==> src/rtl/mrs_pkg.sv <==
// Shared types and sizes for the memory request scheduler.
// Client ids are sized for the largest supported client count.
package mrs_pkg;
    localparam int NUM_CLIENTS_MAX = 16;
    localparam int CID_W           = $clog2(NUM_CLIENTS_MAX);
    localparam int ADDR_W          = 12;
    localparam int DATA_W          = 16;
    localparam int NUM_PORTS       = 3;

    typedef struct packed {
        logic [ADDR_W-1:0] addr;
        logic [DATA_W-1:0] wdata;
        logic              wen;
    } mrs_req_t;
endpackage

==> src/rtl/mrs_tag_fifo.sv <==
// Outstanding-read tag FIFO: holds client ids in issue order for one port.
// Ports: push/din, pop/dout (head, combinational), count, empty.
module mrs_tag_fifo
    import mrs_pkg::*;
#(
    parameter int DEPTH = 8
) (
    input  logic                   clk,
    input  logic                   reset,
    input  logic                   push,
    input  logic [CID_W-1:0]       din,
    input  logic                   pop,
    output logic [CID_W-1:0]       dout,
    output logic [$clog2(DEPTH):0] count,
    output logic                   empty
);
    localparam int PW = $clog2(DEPTH);

    logic [CID_W-1:0] r_mem [DEPTH];
    logic [PW-1:0]    r_wr;
    logic [PW-1:0]    r_rd;
    logic [PW:0]      r_cnt;
    logic             w_push;
    logic             w_pop;

    // A pop in the same cycle never makes room for a push when full.
    assign w_pop  = pop && (r_cnt != '0);
    assign w_push = push && (r_cnt != (PW+1)'(DEPTH));

    always_ff @(posedge clk) begin
        if (w_push) begin
            r_mem[r_wr] <= din;
        end
    end

    always_ff @(posedge clk) begin
        if (reset) begin
            r_wr  <= '0;
            r_rd  <= '0;
            r_cnt <= '0;
        end else begin
            if (w_push) r_wr <= r_wr + 1'b1;
            if (w_pop)  r_rd <= r_rd + 1'b1;
            r_cnt <= r_cnt + {{PW{1'b0}}, w_push} - {{PW{1'b0}}, w_pop};
        end
    end

    assign dout  = r_mem[r_rd];
    assign count = r_cnt;
    assign empty = (r_cnt == '0);
endmodule

==> src/rtl/mem_request_scheduler.sv <==
// Round-robin scheduler of NUM_CLIENTS requesters onto 3 memory ports,
// with per-port read tagging so responses carry the requesting client id.
// Ports: req_* (clients), mem_* (memory ports 1-3, port 1 = low slice),
// rsp_* (tagged read responses), tag_underflow (sticky error).
// Optional macro MRS_PERF_CNT_EN adds perf_issue_cnt / perf_freeze_cnt.
module mem_request_scheduler
    import mrs_pkg::*;
#(
    parameter int NUM_CLIENTS = 6,
    parameter int TAG_DEPTH   = 8
) (
    input  logic                          clk,
    input  logic                          reset,
    input  logic [NUM_CLIENTS-1:0]        req_valid,
    output logic [NUM_CLIENTS-1:0]        req_ready,
    input  logic [NUM_CLIENTS*ADDR_W-1:0] req_addr,
    input  logic [NUM_CLIENTS*DATA_W-1:0] req_wdata,
    input  logic [NUM_CLIENTS-1:0]        req_wen,
    output logic [NUM_PORTS*ADDR_W-1:0]   mem_addr,
    output logic [NUM_PORTS*DATA_W-1:0]   mem_wdata,
    output logic [NUM_PORTS-1:0]          mem_wen,
    output logic [NUM_PORTS-1:0]          mem_valid,
    input  logic                          mem_freeze,
    input  logic [NUM_PORTS*DATA_W-1:0]   mem_rdata,
    input  logic [NUM_PORTS-1:0]          mem_rvalid,
    output logic [NUM_PORTS-1:0]          rsp_valid,
    output logic [NUM_PORTS*DATA_W-1:0]   rsp_data,
    output logic [NUM_PORTS*CID_W-1:0]    rsp_client,
    output logic                          tag_underflow
`ifdef MRS_PERF_CNT_EN
    ,
    output logic [31:0]                   perf_issue_cnt,
    output logic [31:0]                   perf_freeze_cnt
`endif
);
    localparam int PTR_W = $clog2(NUM_CLIENTS);
    localparam int CNT_W = $clog2(TAG_DEPTH) + 1;

    logic [PTR_W-1:0]     r_rr;
    mrs_req_t             r_port [NUM_PORTS];
    logic [NUM_PORTS-1:0] r_mvalid;
    logic [NUM_PORTS-1:0] r_rsp_valid;
    logic [DATA_W-1:0]    r_rsp_data [NUM_PORTS];
    logic [CID_W-1:0]     r_rsp_cid [NUM_PORTS];
    logic                 r_underflow;

    logic [CNT_W-1:0]       w_cnt [NUM_PORTS];
    logic [CID_W-1:0]       w_tag [NUM_PORTS];
    logic [NUM_PORTS-1:0]   w_empty;
    logic [NUM_PORTS-1:0]   w_avail;
    logic [NUM_PORTS-1:0]   w_push;
    logic [NUM_CLIENTS-1:0] w_grant;
    logic [NUM_PORTS-1:0]   w_port_go;
    mrs_req_t               w_port_req [NUM_PORTS];
    logic [CID_W-1:0]       w_port_cid [NUM_PORTS];
    logic [PTR_W-1:0]       w_last;
    logic [1:0]             w_av_list [NUM_PORTS];
    logic [1:0]             w_n_av;
    logic [1:0]             w_n_gr;
    logic [PTR_W:0]         w_sum;
    logic [PTR_W-1:0]       w_idx;

    // Availability uses the registered count only, so a response popping
    // this cycle cannot let a full port be granted in the same cycle.
    always_comb begin
        for (int k = 0; k < NUM_PORTS; k++) begin
            w_avail[k] = (w_cnt[k] < CNT_W'(TAG_DEPTH));
        end
    end

    // The j-th valid client in round-robin order takes the j-th free port.
    always_comb begin
        w_grant    = '0;
        w_port_go  = '0;
        w_port_req = '{default: '0};
        w_port_cid = '{default: '0};
        w_av_list  = '{default: '0};
        w_last     = r_rr;
        w_n_av     = '0;
        w_n_gr     = '0;
        w_sum      = '0;
        w_idx      = '0;
        for (int k = 0; k < NUM_PORTS; k++) begin
            if (w_avail[k]) begin
                w_av_list[w_n_av] = 2'(k);
                w_n_av = w_n_av + 2'd1;
            end
        end
        if (!mem_freeze && !reset) begin
            for (int o = 0; o < NUM_CLIENTS; o++) begin
                w_sum = {1'b0, r_rr} + (PTR_W+1)'(o);
                if (w_sum >= (PTR_W+1)'(NUM_CLIENTS)) begin
                    w_sum = w_sum - (PTR_W+1)'(NUM_CLIENTS);
                end
                w_idx = w_sum[PTR_W-1:0];
                if (req_valid[w_idx] && (w_n_gr < w_n_av)) begin
                    w_grant[w_idx]                      = 1'b1;
                    w_port_go[w_av_list[w_n_gr]]        = 1'b1;
                    w_port_cid[w_av_list[w_n_gr]]       = CID_W'(w_idx);
                    w_port_req[w_av_list[w_n_gr]].addr  =
                        req_addr[w_idx*ADDR_W +: ADDR_W];
                    w_port_req[w_av_list[w_n_gr]].wdata =
                        req_wdata[w_idx*DATA_W +: DATA_W];
                    w_port_req[w_av_list[w_n_gr]].wen   = req_wen[w_idx];
                    w_last = w_idx;
                    w_n_gr = w_n_gr + 2'd1;
                end
            end
        end
    end

    assign req_ready = w_grant;

    always_ff @(posedge clk) begin
        if (reset) begin
            r_rr     <= '0;
            r_mvalid <= '0;
            r_port   <= '{default: '0};
        end else if (!mem_freeze) begin
            r_mvalid <= w_port_go;
            for (int k = 0; k < NUM_PORTS; k++) begin
                if (w_port_go[k]) r_port[k] <= w_port_req[k];
            end
            if (|w_grant) begin
                r_rr <= (w_last == PTR_W'(NUM_CLIENTS - 1)) ? '0
                                                            : w_last + 1'b1;
            end
        end
    end

    // Writes get no memory response, so only reads leave a tag behind.
    always_comb begin
        for (int k = 0; k < NUM_PORTS; k++) begin
            w_push[k] = w_port_go[k] && !w_port_req[k].wen;
        end
    end

    for (genvar k = 0; k < NUM_PORTS; k++) begin : g_port
        mrs_tag_fifo #(
            .DEPTH (TAG_DEPTH)
        ) u_fifo (
            .clk   (clk),
            .reset (reset),
            .push  (w_push[k]),
            .din   (w_port_cid[k]),
            .pop   (mem_rvalid[k]),
            .dout  (w_tag[k]),
            .count (w_cnt[k]),
            .empty (w_empty[k])
        );

        assign mem_addr[k*ADDR_W +: ADDR_W]  = r_port[k].addr;
        assign mem_wdata[k*DATA_W +: DATA_W] = r_port[k].wdata;
        assign mem_wen[k]                    = r_port[k].wen;
        assign rsp_data[k*DATA_W +: DATA_W]  = r_rsp_data[k];
        assign rsp_client[k*CID_W +: CID_W]  = r_rsp_cid[k];
    end

    assign mem_valid = r_mvalid;

    always_ff @(posedge clk) begin
        if (reset) begin
            r_rsp_valid <= '0;
            r_rsp_data  <= '{default: '0};
            r_rsp_cid   <= '{default: '0};
            r_underflow <= 1'b0;
        end else begin
            r_rsp_valid <= mem_rvalid & ~w_empty;
            for (int k = 0; k < NUM_PORTS; k++) begin
                if (mem_rvalid[k] && !w_empty[k]) begin
                    r_rsp_data[k] <= mem_rdata[k*DATA_W +: DATA_W];
                    r_rsp_cid[k]  <= w_tag[k];
                end
            end
            if (|(mem_rvalid & w_empty)) r_underflow <= 1'b1;
        end
    end

    assign rsp_valid     = r_rsp_valid;
    assign tag_underflow = r_underflow;

`ifdef MRS_PERF_CNT_EN
    logic [31:0] r_issue_cnt;
    logic [31:0] r_freeze_cnt;

    always_ff @(posedge clk) begin
        if (reset) begin
            r_issue_cnt  <= '0;
            r_freeze_cnt <= '0;
        end else begin
            r_issue_cnt <= r_issue_cnt + 32'(w_n_gr);
            if (mem_freeze && |req_valid) begin
                r_freeze_cnt <= r_freeze_cnt + 32'd1;
            end
        end
    end

    assign perf_issue_cnt  = r_issue_cnt;
    assign perf_freeze_cnt = r_freeze_cnt;
`endif
endmodule
==> config.mk <==
export PLATFORM = sky130hd
export DESIGN_NAME = mem_request_scheduler
export DESIGN_NICKNAME = d
export VERILOG_FILES = /design/src/rtl/mrs_pkg.sv /design/src/rtl/mrs_tag_fifo.sv /design/src/rtl/mem_request_scheduler.sv
export SDC_FILE = /design/constraint.sdc
export NUM_CORES = 1
export LEC_CHECK = 0
export CAP_MARGIN = 0
export CORE_AREA = 2 2 261 289
export DETAILED_ROUTE_END_ITERATION = 8
export DIE_AREA = 0 0 263 291
export SLEW_MARGIN = 25
export SYNTH_ARGS = -nofsm -noshare
export SYNTH_HDL_FRONTEND = slang
export SYNTH_SLANG_ARGS = --single-unit
export TNS_END_PERCENT = 20
==> constraint.sdc <==
create_clock -name clk -period 46.8 [get_ports clk]
set_input_delay 14.04 -clock clk [delete_from_list [all_inputs] [get_ports clk]]
set_output_delay 14.04 -clock clk [all_outputs]
set_load 0.005 [all_outputs]
==> results.ini, run 1 <==
[worst_hold_path]
hold_class=reg -> reg
min_delay_path_depth=2
holdPathEnd=rsp_data[43]
hold_start=rsp_data[43]

[cts]
numCtsBuffers=29
cts.sinks=256
path_clk_slew_ns=0.06
cts_hold_buf=0
cts.repair.resized=0
cts_buffer_depth=3
post-cts-setup-buffer-count=0
tritoncts=built
clkLatencyLatePin_ns=0.58
cts_htree_levels=1
cts-root-buf=clkbuf_16

[critical_path]
arrival_ns=22.97
rrSetupSlack_ns=35.30
crit_type=in -> out
cpPeakStageDelay_ns=0.56
r2r_start=r_rr[0]
slowest_stage=a2111oi_2
cp_top_family=compound AO/OA/AOI/OAI gates
startpoint_type=input port
r2r-end=g_port[1].u_fifo.r_mem[1][1]
critPathRequiredTime_ns=32.76
cp_common_cell=ha_1
r2r_cells=36
critPathCaptureType=primary output
critPathMaxFanout=14
path_buf_inv=5

[routing]
vias=23800
detail_route.wl_per_cell_um=23.5
drtPass1Iterations=6
ant_nets=0
drc=0
viasPerCell=5.75
route.final.wire_length_um=97100
first_iter_violations=2214

[synthesis]
synth_area_mm2=0.0219
synth_top_cell_area_share=0.168
synth_ff_type=dfxtp_1
synth_edf_count=72
ys_ff_latch=256
ys_async_sr_fraction=0
synthCells=2965
yosysUniqueCellTypes=95
ys_seq_area_frac=0.266
yosys_warnings=0
synth_top_area_cell=dfxtp_1
avgSynthCellArea_um2=7.40
synth.area.top_cells=dfxtp_1 17%, nor2_1 10%, edfxtp_1 9.9%, a21oi_1 9.5%, a211oi_1 7.0%

[floorplan]
die_y_um=291
die_w_um=263
coreArea_mm2=0.0738
top_level_ports=394
dieArea_mm2=0.0765
initial_core_util=0.297
fp-row-count=105

[sta]
setup_viol=0
tightest_slew_ns=1.09
hold_viol=0
slew_headroom=0.275
period_needed_ns=37.01
fmax_ghz=0.0270
drv_slew=0
finalSetupTns_ns=0
rsz0062_at_grt=false
min_period_over_period=0.791
worst_clock_skew_ns=0.0179

[layout]
final_cell_count_no_fill=4137
fillers=7817
layout_common_cells=586 x nor2_1, 412 x a21oi_1, 389 x clkdlybuf4s50_1, 225 x nand2_1, 205 x a211oi_1
area_growth_pct=24.8
layout_commonest_cell=nor2_1
layout-drive-gt1-share=0.0977
nNetsFinal=3426

[place]
place_inst=4082
portBuffers=390
gp_congestion=0.941
hpwl_um=68000

[global_route]
grt_pass1_wl_um=142000
grt-ovfl-total=0
grt_antenna_before_repair=6
grt_use_total=0.243
grt_pass1_vias=22400
grt_max_degree=92

[job]
maxCapViolations=0

[run_status]
outcome=finished clean

-- through the flow --
step           worst slack (ns)  instance area [µm²]  hold WS (ns)   util
3_3_place_gp               9.92                26400         0.437  0.358
2_1_floorplan             12.12                21900         0.451      -
5_1_grt                    9.07                27400         0.472  0.371
6_report                   9.79                27400         0.453  0.371
4_1_cts                    9.88                27400         0.455  0.371
3_5_place_dp               9.86                26400         0.446  0.358
-- area by class of cell --
| cell class | count | area, µm² | area share |
|---|---|---|---|
| antenna | 1 | 2.50 | 0.0000914 |
| timing repair buffer | 436 | 4250 | 0.155 |
| sequential | 256 | 5850 | 0.214 |
| inverter | 69 | 259 | 0.00946 |
| clock buffer | 41 | 833 | 0.0304 |
| tap | 963 | 1200 | 0.0440 |
| multi-input combinational | 2358 | 14800 | 0.543 |
| clock inverter | 13 | 120 | 0.00439 |
-- routing by layer --
layer	routed length (µm)	global-route usage	part of all wire
met1	36900	0.278	0.38
met5	62	0	0.00064
met4	7130	0.154	0.073
met2	46000	0.422	0.47
met3	7040	0.0396	0.072
-- state kept, by name, indices dropped and copies added, names as in the netlist --
name                 flops
g_port.u_fifo.r_mem     72
mem_wdata               48
rsp_data                48
mem_addr                36
g_port.u_fifo.count     12
g_port.u_fifo.r_rd       9
g_port.u_fifo.r_wr       9
rsp_client               9
mem_valid                3
mem_wen                  3
r_rr                     3
rsp_valid                3
tag_underflow            1
-- worst register-to-register path: cells and delay by family (launching register included) --
kind / cells / cell delay (ns)
AOI/OAI and AO/OA: 13 / 4.07
and+or+nand+nor: 9 / 1.54
muxes: 1 / 0.09
DFF: 1 / 0.54
xor gates and xnor gates: 2 / 0.66
buffers and inverters: 6 / 2.27
adders and majority gates: 5 / 2.04
-- synth_stat cells, types with 19 or more instances --
master,instances
dfxtp_1,184
nand2b_1,19
ha_1,39
a311oi_1,31
edfxtp_1,72
buf_1,21
o21ai_0,84
clkbuf_1,224
o22ai_1,90
buf_2,29
mux2_2,124
and2_1,38
nand2_1,229
a22oi_1,28
a31oi_1,67
mux2i_1,120
a211oi_1,205
a211oi_2,22
a21oi_1,415
inv_1,64
nand3_1,21
nor2_1,588
o32ai_1,28
-- cell families after synthesis --
group           count (synthesis)  share of synthesized area
fa+ha+maj                      42                     0.0250
compound gates               1061                      0.312
buf+inv                       353                     0.0643
other cells                     1                   0.000171
xor+xnor                       29                     0.0119
mux                           268                      0.141
flops                         256                      0.266
simple gates                  955                      0.179
-- how the worst max path moves through the flow --
stage | startpoint | depth (start not counted) | slack, ns | endpoint
global route | req_valid[3] | 34 | 9.07 | req_ready[2]
detailed placement | req_valid[3] | 34 | 9.86 | req_ready[2]
global placement | req_valid[3] | 34 | 9.92 | req_ready[2]
CTS | req_valid[3] | 34 | 9.88 | req_ready[2]
floorplan | req_valid[3] | 31 | 12.12 | req_ready[4]
finish | req_valid[3] | 34 | 9.79 | req_ready[2]
Power of run 1 is left out: the tool's default activity adds up to more than one toggle a clock period on the data nets, which glitch-free logic cannot reach.
==> inputs of run 2 (changes only) <==
Clock period 46.8 ns to 32.3 ns, I/O delays scaled along.
==> run 2 against run 1 <==
Effect of this change:
- first-iteration DRC count grew 3.8%
- clock skew increased by 0.0030 ns
- core utilization hardly changed
- global-route usage is 0.18 points lower
- worst setup slack worse by 5.9 ns
- cell area about the same
- die area did not move
- critical endpoint is now req_ready[4]
- largest cell class unchanged
==> results.ini, run 2 (same netlist as run 1, synthesis figures left out) <==
[critical_path]
crit_type=in -> out
critPathRequiredTime_ns=22.61
slowest_stage=o21ai_1
startpoint_type=input port
critPathMaxFanout=14
cp_common_cell=ha_1
cpPeakStageDelay_ns=0.59
arrival_ns=18.74
critPathCaptureType=primary output

[routing]
ant_nets=0
route.final.wire_length_um=95900
detail_route.wl_per_cell_um=23.2
first_iter_violations=2298
vias=23600
drc=0
drtPass1Iterations=8
viasPerCell=5.70

[sta]
worst_clock_skew_ns=0.0209
min_period_over_period=0.880
setup_viol=0
tightest_slew_ns=1.04
period_needed_ns=28.43
finalSetupTns_ns=0
hold_viol=0
postLayoutSetupSlackWorst_ns=3.87
rsz0062_at_grt=false
fmax_ghz=0.0352
drv_slew=0
slew_headroom=0.301

[floorplan]
die_y_um=291
dieArea_mm2=0.0765
fp-row-count=105
initial_core_util=0.297
coreArea_mm2=0.0738
die_w_um=263
top_level_ports=394

[layout]
layout-drive-gt1-share=0.0968
layout_commonest_cell=nor2_1
nNetsFinal=3425
largest_reg_flops=72
area_growth_pct=24.8
fillers=7790
regMostFlops=g_port.u_fifo.r_mem
final_util=0.371
layout_common_cells=586 x nor2_1, 412 x a21oi_1, 389 x clkdlybuf4s50_1, 225 x nand2_1, 205 x a211oi_1

[cts]
cts.sinks=256
tritoncts=built
cts-root-buf=clkbuf_16
cts_hold_buf=0
clkLatencyLatePin_ns=0.59
post-cts-setup-buffer-count=0
path_clk_slew_ns=0.06
cts.repair.resized=0
cts_htree_levels=1
cts_buffer_depth=3
numCtsBuffers=30

[global_route]
grt_use_total=0.241
grt_antenna_before_repair=6
grt-ovfl-total=0
grt_max_degree=91
grt_pass1_wl_um=141000
grt_pass1_vias=22200

[place]
place_ws_ns=4.01
gp_congestion=0.935
portBuffers=390
hpwl_um=67500

[worst_hold_path]
hold_class=reg -> reg

[job]
maxCapViolations=0

[run_status]
outcome=finished clean

run 2: changes by cell type in the layout (fill, tap and decap cells not counted), sizes merged:
cell / previous run / this run
clkbuf: 41 / 45
clkinv: 11 / 8
buf: 47 / 45
diode: 1 / 3
clkinvlp: 1 / 2
inv: 69 / 68
run 2: layout make-up:
class / instances / area [µm²] / area share
multi-input combinational: 2358 / 14800 / 0.542
sequential: 256 / 5850 / 0.214
timing repair buffer: 434 / 4240 / 0.155
tap: 963 / 1200 / 0.0440
clock buffer: 45 / 857 / 0.0313
inverter: 69 / 259 / 0.00946
clock inverter: 10 / 111 / 0.00407
antenna: 3 / 7.51 / 0.000274
run 2: worst paths after layout:
kind                                                     end  slack, ns          from  cells after the start
worst min-delay path                            rsp_data[33]       0.45  rsp_data[33]                      2
worst min register to register                  rsp_data[33]       0.45  rsp_data[33]                      2
worst max-delay path                            req_ready[4]       3.87  req_valid[3]                     30
worst max register to register  g_port[1].u_fifo.r_mem[6][2]      20.65       r_rr[2]                     33
run 2: metal layers:
| layer | track usage | vias up | share of wire |
|---|---|---|---|
| met5 | 0 | - | 0.00064 |
| met4 | 0.147 | 10 | 0.070 |
| met3 | 0.0404 | 259 | 0.079 |
| met2 | 0.420 | 1127 | 0.48 |
| met1 | 0.277 | 10900 | 0.38 |
| li1 | - | 11300 | - |
run 2: stage by stage:
step                cells  hold WS (ns)  instance area [µm²]
detailed placement   4080         0.444                26400
global route         4135         0.468                27400
CTS                  4135         0.454                27400
finish               4138         0.452                27400
floorplan            2967         0.451                21900
global placement     4080         0.437                26400
run 2: critical path, delay by kind of cell:
family,cells,cell delay (ns)
XOR/XNOR,2,0.65
AND/OR/NAND/NOR,6,1.26
buffers and inverters,4,1.46
adder cells (fa/ha/maj),4,1.23
AO/OA/AOI/OAI,12,3.94
multiplexers,2,0.49
Power of run 2 is left out for the same reason.
